--- src/rtl/demux_1n_reg_if.sv ---
// Handshake bundle for demux_1n_reg: one producer-side input port fanning out to N registered channels.
// The master modport is the environment, and the slave modport is the demux itself.
interface demux_1n_reg_if #(
    parameter int W = 8,
    parameter int N = 16
);
    localparam int SW = $clog2(N);

    logic           e;
    logic           mode;
    logic [SW-1:0]  s;
    logic [W-1:0]   i_data;
    logic           i_valid;
    logic           i_ready;
    logic [N*W-1:0] y_data;
    logic [N-1:0]   y_valid;
    logic [N-1:0]   y_ready;
    logic [SW-1:0]  cur_s;
    logic           sel_err;

    modport master (
        output e, mode, s, i_data, i_valid, y_ready,
        input  i_ready, y_data, y_valid, cur_s, sel_err
    );

    modport slave (
        input  e, mode, s, i_data, i_valid, y_ready,
        output i_ready, y_data, y_valid, cur_s, sel_err
    );
endinterface

--- src/rtl/demux_1n_reg.sv ---
// 1-to-N demultiplexer with a one-entry output register per channel and direct or auto-scan target select.
// Optional feature macro DEMUX_BCAST_EN adds a bcast input that writes one word into every channel.
module demux_1n_reg #(
    parameter int W = 8,
    parameter int N = 16
) (
    input  logic          clk,
    input  logic          rst_n,
`ifdef DEMUX_BCAST_EN
    input  logic          bcast,
`endif
    demux_1n_reg_if.slave bus
);
    localparam int            SW    = $clog2(N);
    localparam logic [SW:0]   N_EXT = (SW+1)'(N);

    logic [SW-1:0]  scan_r;
    logic [N-1:0]   y_valid_r;
    logic [N*W-1:0] y_data_r;
    logic           sel_err_r;

    logic [SW-1:0]  tgt_s;
    logic           tgt_in_range_s;
    logic [N-1:0]   free_s;
    logic [N-1:0]   hit_s;
    logic           tgt_free_s;
    logic           all_free_s;
    logic           bcast_s;
    logic           i_ready_s;
    logic           xfer_s;
    logic [N-1:0]   load_s;

    // Broadcast request, tied off when the feature is not built
    always_comb begin
`ifdef DEMUX_BCAST_EN
        bcast_s = bcast;
`else
        bcast_s = 1'b0;
`endif
    end

    // Target selection, per-channel availability and transfer decode
    always_comb begin
        tgt_s          = bus.mode ? scan_r : bus.s;
        tgt_in_range_s = ({1'b0, tgt_s} < N_EXT);
        free_s         = {N{1'b0}};
        hit_s          = {N{1'b0}};
        for (int k = 0; k < N; k++) begin
            // A slot is usable when empty or being drained on this same edge
            free_s[k] = !y_valid_r[k] || bus.y_ready[k];
            hit_s[k]  = (tgt_s == SW'(k));
        end
        tgt_free_s = |(free_s & hit_s);
        all_free_s = &free_s;
        i_ready_s  = !bus.e && (bcast_s ? all_free_s : (tgt_in_range_s && tgt_free_s));
        xfer_s     = bus.i_valid && i_ready_s;
        load_s     = bcast_s ? {N{xfer_s}} : (hit_s & {N{xfer_s}});
    end

    // Channel registers: load wins over drain so a full slot refills without a bubble
    always_ff @(posedge clk or negedge rst_n) begin
        if (!rst_n) begin
            y_valid_r <= {N{1'b0}};
            y_data_r  <= {(N*W){1'b0}};
        end else begin
            for (int k = 0; k < N; k++) begin
                if (load_s[k]) begin
                    y_valid_r[k]       <= 1'b1;
                    y_data_r[k*W +: W] <= bus.i_data;
                end else if (y_valid_r[k] && bus.y_ready[k]) begin
                    y_valid_r[k] <= 1'b0;
                end else begin
                    y_valid_r[k] <= y_valid_r[k];
                end
            end
        end
    end

    // Scan counter steps only on single-channel transfers taken in scan mode
    always_ff @(posedge clk or negedge rst_n) begin
        if (!rst_n) begin
            scan_r <= {SW{1'b0}};
        end else if (xfer_s && bus.mode && !bcast_s) begin
            scan_r <= (scan_r == SW'(N-1)) ? {SW{1'b0}} : (scan_r + SW'(1));
        end else begin
            scan_r <= scan_r;
        end
    end

    // Sticky out-of-range select flag, cleared only by reset
    always_ff @(posedge clk or negedge rst_n) begin
        if (!rst_n) begin
            sel_err_r <= 1'b0;
        end else if (bus.i_valid && !bcast_s && !tgt_in_range_s) begin
            sel_err_r <= 1'b1;
        end else begin
            sel_err_r <= sel_err_r;
        end
    end

    assign bus.i_ready = i_ready_s;
    assign bus.y_valid = y_valid_r;
    assign bus.y_data  = y_data_r;
    assign bus.cur_s   = tgt_s;
    assign bus.sel_err = sel_err_r;
endmodule
--- src/flat_wrapper.sv ---
// flat-port wrapper written by rule: the top's interface ports become plain ports
module demux_1n_reg_flat 
#(
    parameter int W = 8,
    parameter int N = 16
)
  (clk, rst_n, bus_e, bus_mode, bus_s, bus_i_data, bus_i_valid, bus_y_ready, bus_i_ready, bus_y_data, bus_y_valid, bus_cur_s, bus_sel_err);
  demux_1n_reg_if #(.W(W), .N(N)) bus_i ();
  input  logic clk;
  input  logic rst_n;
  input wire logic [$bits(bus_i.e)-1:0] bus_e;
  input wire logic [$bits(bus_i.mode)-1:0] bus_mode;
  input wire logic [$bits(bus_i.s)-1:0] bus_s;
  input wire logic [$bits(bus_i.i_data)-1:0] bus_i_data;
  input wire logic [$bits(bus_i.i_valid)-1:0] bus_i_valid;
  input wire logic [$bits(bus_i.y_ready)-1:0] bus_y_ready;
  output wire logic [$bits(bus_i.i_ready)-1:0] bus_i_ready;
  output wire logic [$bits(bus_i.y_data)-1:0] bus_y_data;
  output wire logic [$bits(bus_i.y_valid)-1:0] bus_y_valid;
  output wire logic [$bits(bus_i.cur_s)-1:0] bus_cur_s;
  output wire logic [$bits(bus_i.sel_err)-1:0] bus_sel_err;
  assign bus_i.e = bus_e;
  assign bus_i.mode = bus_mode;
  assign bus_i.s = bus_s;
  assign bus_i.i_data = bus_i_data;
  assign bus_i.i_valid = bus_i_valid;
  assign bus_i.y_ready = bus_y_ready;
  assign bus_i_ready = bus_i.i_ready;
  assign bus_y_data = bus_i.y_data;
  assign bus_y_valid = bus_i.y_valid;
  assign bus_cur_s = bus_i.cur_s;
  assign bus_sel_err = bus_i.sel_err;
  demux_1n_reg #(.W(W), .N(N)) u_core (.clk(clk), .rst_n(rst_n), .bus(bus_i));
endmodule
--- config.mk ---
export PLATFORM = sky130hd
export DESIGN_NAME = demux_1n_reg_flat
export DESIGN_NICKNAME = d
export VERILOG_FILES = /design/src/rtl/demux_1n_reg_if.sv /design/src/rtl/demux_1n_reg.sv /design/src/flat_wrapper.sv
export SDC_FILE = /design/constraint.sdc
export NUM_CORES = 1
export LEC_CHECK = 0
export BUFFER_PORTS_ARGS = -buffer_cell sky130_fd_sc_hd__buf_2
export CAP_MARGIN = 40
export CORE_MARGIN = 2
export CORE_UTILIZATION = 52
export CTS_CLUSTER_SIZE = 20
export DETAILED_ROUTE_END_ITERATION = 8
export PLACE_DENSITY_LB_ADDON = 0.05
export REMOVE_ABC_BUFFERS = 1
export SLEW_MARGIN = 25
export SYNTH_ARGS = -nofsm -noshare
export SYNTH_HDL_FRONTEND = slang
export SYNTH_SLANG_ARGS = --single-unit
--- constraint.sdc ---
create_clock -name clk -period 3.1 [get_ports clk]
set_input_delay 0.465 -clock clk [delete_from_list [all_inputs] [get_ports clk]]
set_output_delay 0.465 -clock clk [all_outputs]
set_load 0.1 [all_outputs]
==> impl_metrics.ini, run 1 <==
[outcome]
status = completed

[run]
max_cap_viol_count = 0

[yosys]
ys_seq_area_share_pct = 59.6
yosys_warnings = 0
muxShareOfSynthArea_pct = 24.5
synth_edf_count = 0
synth_compound_area_share_pct = 4.65
synth_cells = 415
synth-xor-area-share_pct = 0.141
synth.area.top_cells = dfrtp_1 (60%), mux2_2 (12%), mux2_1 (9.1%), mux2_4 (3.9%), nor2_8 (2.6%)
synthDistinctLibCells = 37
synth_ff_type = dfrtp_1
synth_fa_ha_area_share_pct = 0.201
syn_area_um2 = 6210
syn_area_per_cell_um2 = 15.0
synth.ff_latch_count = 148
synth_top_family_by_area = multiplexers
yosysTopAreaCell = dfrtp_1
synth-simple-area-share_pct = 8.80
synth_top_area_share_pct = 59.6
async_flop_share_pct = 100

[critical_path]
path_cells = nor2_1, a22o_1, a22o_1, o21ai_1, and4_4, nor2_1, clkbuf_4
critical_path_class = reg -> out
cp-start-kind = flip-flop
critPathMaxStageDelay_ps = 510
cp_slowest_cell = dfrtp_1
crit_arrival_ps = 2450
cp_max_fo = 10
cp.required_ps = 2630
end_kind = output pin

[grt]
met3_usage_pct = 7.55
grt_pass1_vias = 4312
top_usage_layer = met2
track_usage_pct = 24.3
grt_max_degree = 76
antenna_found_initial = 1
grt_pass1_wl_mm = 23.4
gr-usage-met2_pct = 38.8
grt_overflow = 0
use_met1_pct = 31.3

[sta]
finalSetupViolCount = 0
fin_crit_sh_pct = 94.1
tightest_slew_ps = 685
slew_headroom_pct = 54.3
slew_violations = 0
rsz0062_at_grt = no
min_period_ps = 2920
worst_clock_skew_ps = 8.32
fmax_mhz = 343
final_hold_viol_count = 0

[placed_design]
io_buffers = 181
dpl.hpwl_mm = 10.2
gp_congestion = 0.838

[detailed_routing]
drtAntennaViolNets = 0
remaining_drc_errors = 0
num_vias = 4081
dr.pass1.iters = 4
drtIter0Drc = 206
drt_wl_total_mm = 14.8
wire_per_inst_um = 19.4
via_per_inst = 5.36

[layout]
diodes = 0
final_common_cell = buf_2
syn_to_final_growth_pct = 27.2
mostFrequentLayoutCells = buf_2 (179), dfrtp_1 (148), mux2_2 (64)
finalCoreUtilization_pct = 68.6
final_layout_size_suffix_gt1_share_pct = 51.6
fin_nets = 639

[floorplan]
die_h_um = 113
dieArea_um2 = 12800
pin_count = 183
die_w_um = 113
fp-row-count = 39
core_um2 = 11500
start_util_pct = 53.9

[hold_path]
hold_class = in -> async

[cts]
holdBufCountCts = 0
cts_setup_buffers = 0
post_cts_resized = 0
root_buffer = clkbuf_16
cts_made_buffers = 17
insertion_delay_ps = 420
cts_sinks = 148
cts-htree-levels = 4
clockBufferDepth = 2
cts_tree = built
clk_pin_slew_worst_paths_ps = 50
==> cells in the mapped netlist, drive strengths merged (2+ instances only) <==
master and instances:
nor2 21, o32ai 2, nand3 18, a22oi 4, clkbuf 11, a22o 7
dfrtp 148, nand2 8, inv 3, mux2 130, o21ai 23, buf 7
nand2b 19
==> registers in the layout, indices dropped and copies added (netlist names) <==
name / cells
u_core.scan_r: 4
u_core.bus.y_data: 128
u_core.bus.y_valid: 16
==> final timing paths <==
kind | to | cells after the start | slack [ps] | from
max | bus_i_ready | 7 | 180 | u_core.scan_r[3]
min | u_core.bus.y_data[12] | 1 | 70 | rst_n
min in group clk | u_core.bus.y_valid[13] | 3 | 340 | bus_y_ready[13]
max reg2reg | u_core.bus.y_data[17] | 8 | 550 | u_core.scan_r[3]
max in group asynchronous | u_core.bus.y_data[71] | 2 | 2220 | rst_n
min reg2reg | u_core.bus.y_data[15] | 1 | 480 | u_core.bus.y_data[15]
==> layer usage <==
layer,up-vias,share of wire (%)
li1,1866,-
met1,2047,43
met2,138,49
met3,28,6.0
met4,2,2.2
met5,-,0.088
==> metrics by stage <==
stage          setup WS (ps)  std cells  TNS [ps]  hold WS [ps]  area, um^2
6_report                 183        761         0          66.2        7900
5_1_grt                 88.2        761         0           102        7900
4_1_cts                 51.5        761         0          79.2        7880
3_5_place_dp             213        729         0           469        7270
3_3_place_gp             314        729         0           462        7270
2_1_floorplan          -1830        397   -121420           169        6100
==> cells by family (layout without fill, tap and decap cells) <==
logic type / Yosys count / after routing
DFF: 148 / 148
adders and majority gates: 1 / 1
and+or+nand+nor: 71 / 71
xor gates and xnor gates: 1 / 1
AOI/OAI and AO/OA: 42 / 42
other: 1 / 1
buffers and inverters: 21 / 224
muxes: 130 / 130
==> worst max-delay path: cells and delay by family (launching register included) <==
kind	cells	cell delay, ps
flip-flops	1	510
AND/OR/NAND/NOR	3	540
buffers and inverters	1	280
AO/OA/AOI/OAI	3	700
==> final cells by class <==
type,instances,area [um^2]
flip-flops and latches,148,3700
fillers,867,3620
multi-input cells,246,2400
repair buffers,189,987
clock buffers,22,464
well taps,143,179
clock inverters,10,154
inverters,3,11.3
Power of run 1 is not shown: default switching activity piles up to over one toggle a cycle in this logic, so the estimate is an artifact.
==> run 2, diff against run 1 <==
- CORE_UTILIZATION: 52 -> 56
- clock period: 3.1 -> 3.7 ns (I/O delays scaled with it)
==> impl_metrics.ini, run 2 (same netlist as run 1, synthesis figures left out) <==
[outcome]
status = completed

[sta]
slew_headroom_pct = 52.4
fmax_mhz = 310
setup_ws_ps = 477
slew_violations = 0
finalSetupViolCount = 0
tightest_slew_ps = 715
tns_ps = 0
min_period_ps = 3220
worst_clock_skew_ps = 7.83
rsz0062_at_grt = no
final_hold_viol_count = 0
fin_crit_sh_pct = 87.1

[layout]
syn_to_final_growth_pct = 27.0
fillers = 741
largest_reg_flops = 128
fin_nets = 638
final_common_cell = buf_2
seq_area_um2 = 3700
mostFrequentLayoutCells = buf_2 (180), dfrtp_1 (148), mux2_2 (64)
multi_input_area_um2 = 2390
final_layout_size_suffix_gt1_share_pct = 51.8

[placed_design]
gp_congestion = 0.916
io_buffers = 181
post-place-ws_ps = 666
dpl.hpwl_mm = 9.96

[detailed_routing]
met2_length_mm = 6.93
dr.pass1.iters = 4
via_per_inst = 5.35
num_vias = 4049
remaining_drc_errors = 0
route.layer.met1.wl_mm = 6.36
dr.max_layer_used = met4
wl_met3_um = 934
wire_per_inst_um = 19.0
drt_wl_total_mm = 14.4
drtIter0Drc = 171
drtAntennaViolNets = 0

[critical_path]
crit_arrival_ps = 2670
cp_max_fo = 17
cp_slowest_cell = dfrtp_1
cp_top_family = simple AND/OR/NAND/NOR gates
critical_path_class = reg -> out
cp-start-kind = flip-flop
critPathMaxStageDelay_ps = 450
end_kind = output pin
cp.required_ps = 3140
path_buf_inv = 1
path_cells = nand2b_1, o32ai_2, a22o_1, a22oi_1, and4_4, nor2_1, buf_2

[floorplan]
start_util_pct = 57.3
core_um2 = 10800
fp-row-count = 38
pin_count = 183
dieArea_um2 = 12000
die_w_um = 109
die_h_um = 109

[cts]
insertion_delay_ps = 520
cts-htree-levels = 4
cts_made_buffers = 17
cts_sinks = 148
post_cts_resized = 0
clockBufferDepth = 2
holdBufCountCts = 0
root_buffer = clkbuf_8
cts_setup_buffers = 0
cts_tree = built
clk_pin_slew_worst_paths_ps = 60

[grt]
grt_max_degree = 81
grt_overflow = 0
grt_pass1_wl_mm = 22.3
antenna_found_initial = 1
grt_pass1_vias = 4147
track_usage_pct = 25.2

[hold_path]
hold_class = in -> async

[run]
max_cap_viol_count = 0
[run 2: layout make-up]
cell class	instances	area share, %
sequential	148	46.9
multi-input combinational	246	30.3
timing repair buffer	188	12.4
clock buffer	23	6.17
tap	140	2.22
clock inverter	8	1.86
inverter	3	0.143
antenna	1	0.0317
[run 2: stage by stage]
step | utilization, % | cells | instance area, um^2 | hold WS (ps)
5_1_grt | 72.8 | 757 | 7890 | 88.7
4_1_cts | 72.8 | 756 | 7890 | 71.3
6_report | 72.8 | 757 | 7890 | 53.6
3_3_place_gp | 66.9 | 725 | 7250 | 461
2_1_floorplan | - | 397 | 6100 | 259
3_5_place_dp | 66.9 | 725 | 7250 | 469
[run 2: worst reg2reg max path: stages (launching register included)]
cell and delay, ps:
dfrtp_1 490, nor2_1 80, a22o_1 280, a22o_1 250, o21ai_1 150, and4_4 450
buf_4 380, nor2_8 110, mux2_1 330
[run 2: final timing paths]
path	startpoint	end	slack, ps	depth (start not counted)
worst max register to register	u_core.scan_r[3]	u_core.bus.y_data[38]	1040	8
worst min-delay path	rst_n	u_core.bus.y_data[8]	50	1
worst max-delay path	u_core.scan_r[1]	bus_i_ready	480	7
worst min register to register	u_core.bus.y_data[109]	u_core.bus.y_data[109]	480	1
max in group asynchronous	rst_n	u_core.bus.y_data[73]	2840	2
min in group clk	bus_y_ready[7]	u_core.bus.y_valid[7]	330	3
[run 2: layer usage]
metal	vias up	track usage, %
li1	1866	-
met1	2050	34.1
met2	119	39.5
met3	14	7.77
met4	0	7.78
met5	-	0
Power of run 2 is left out for the same reason.
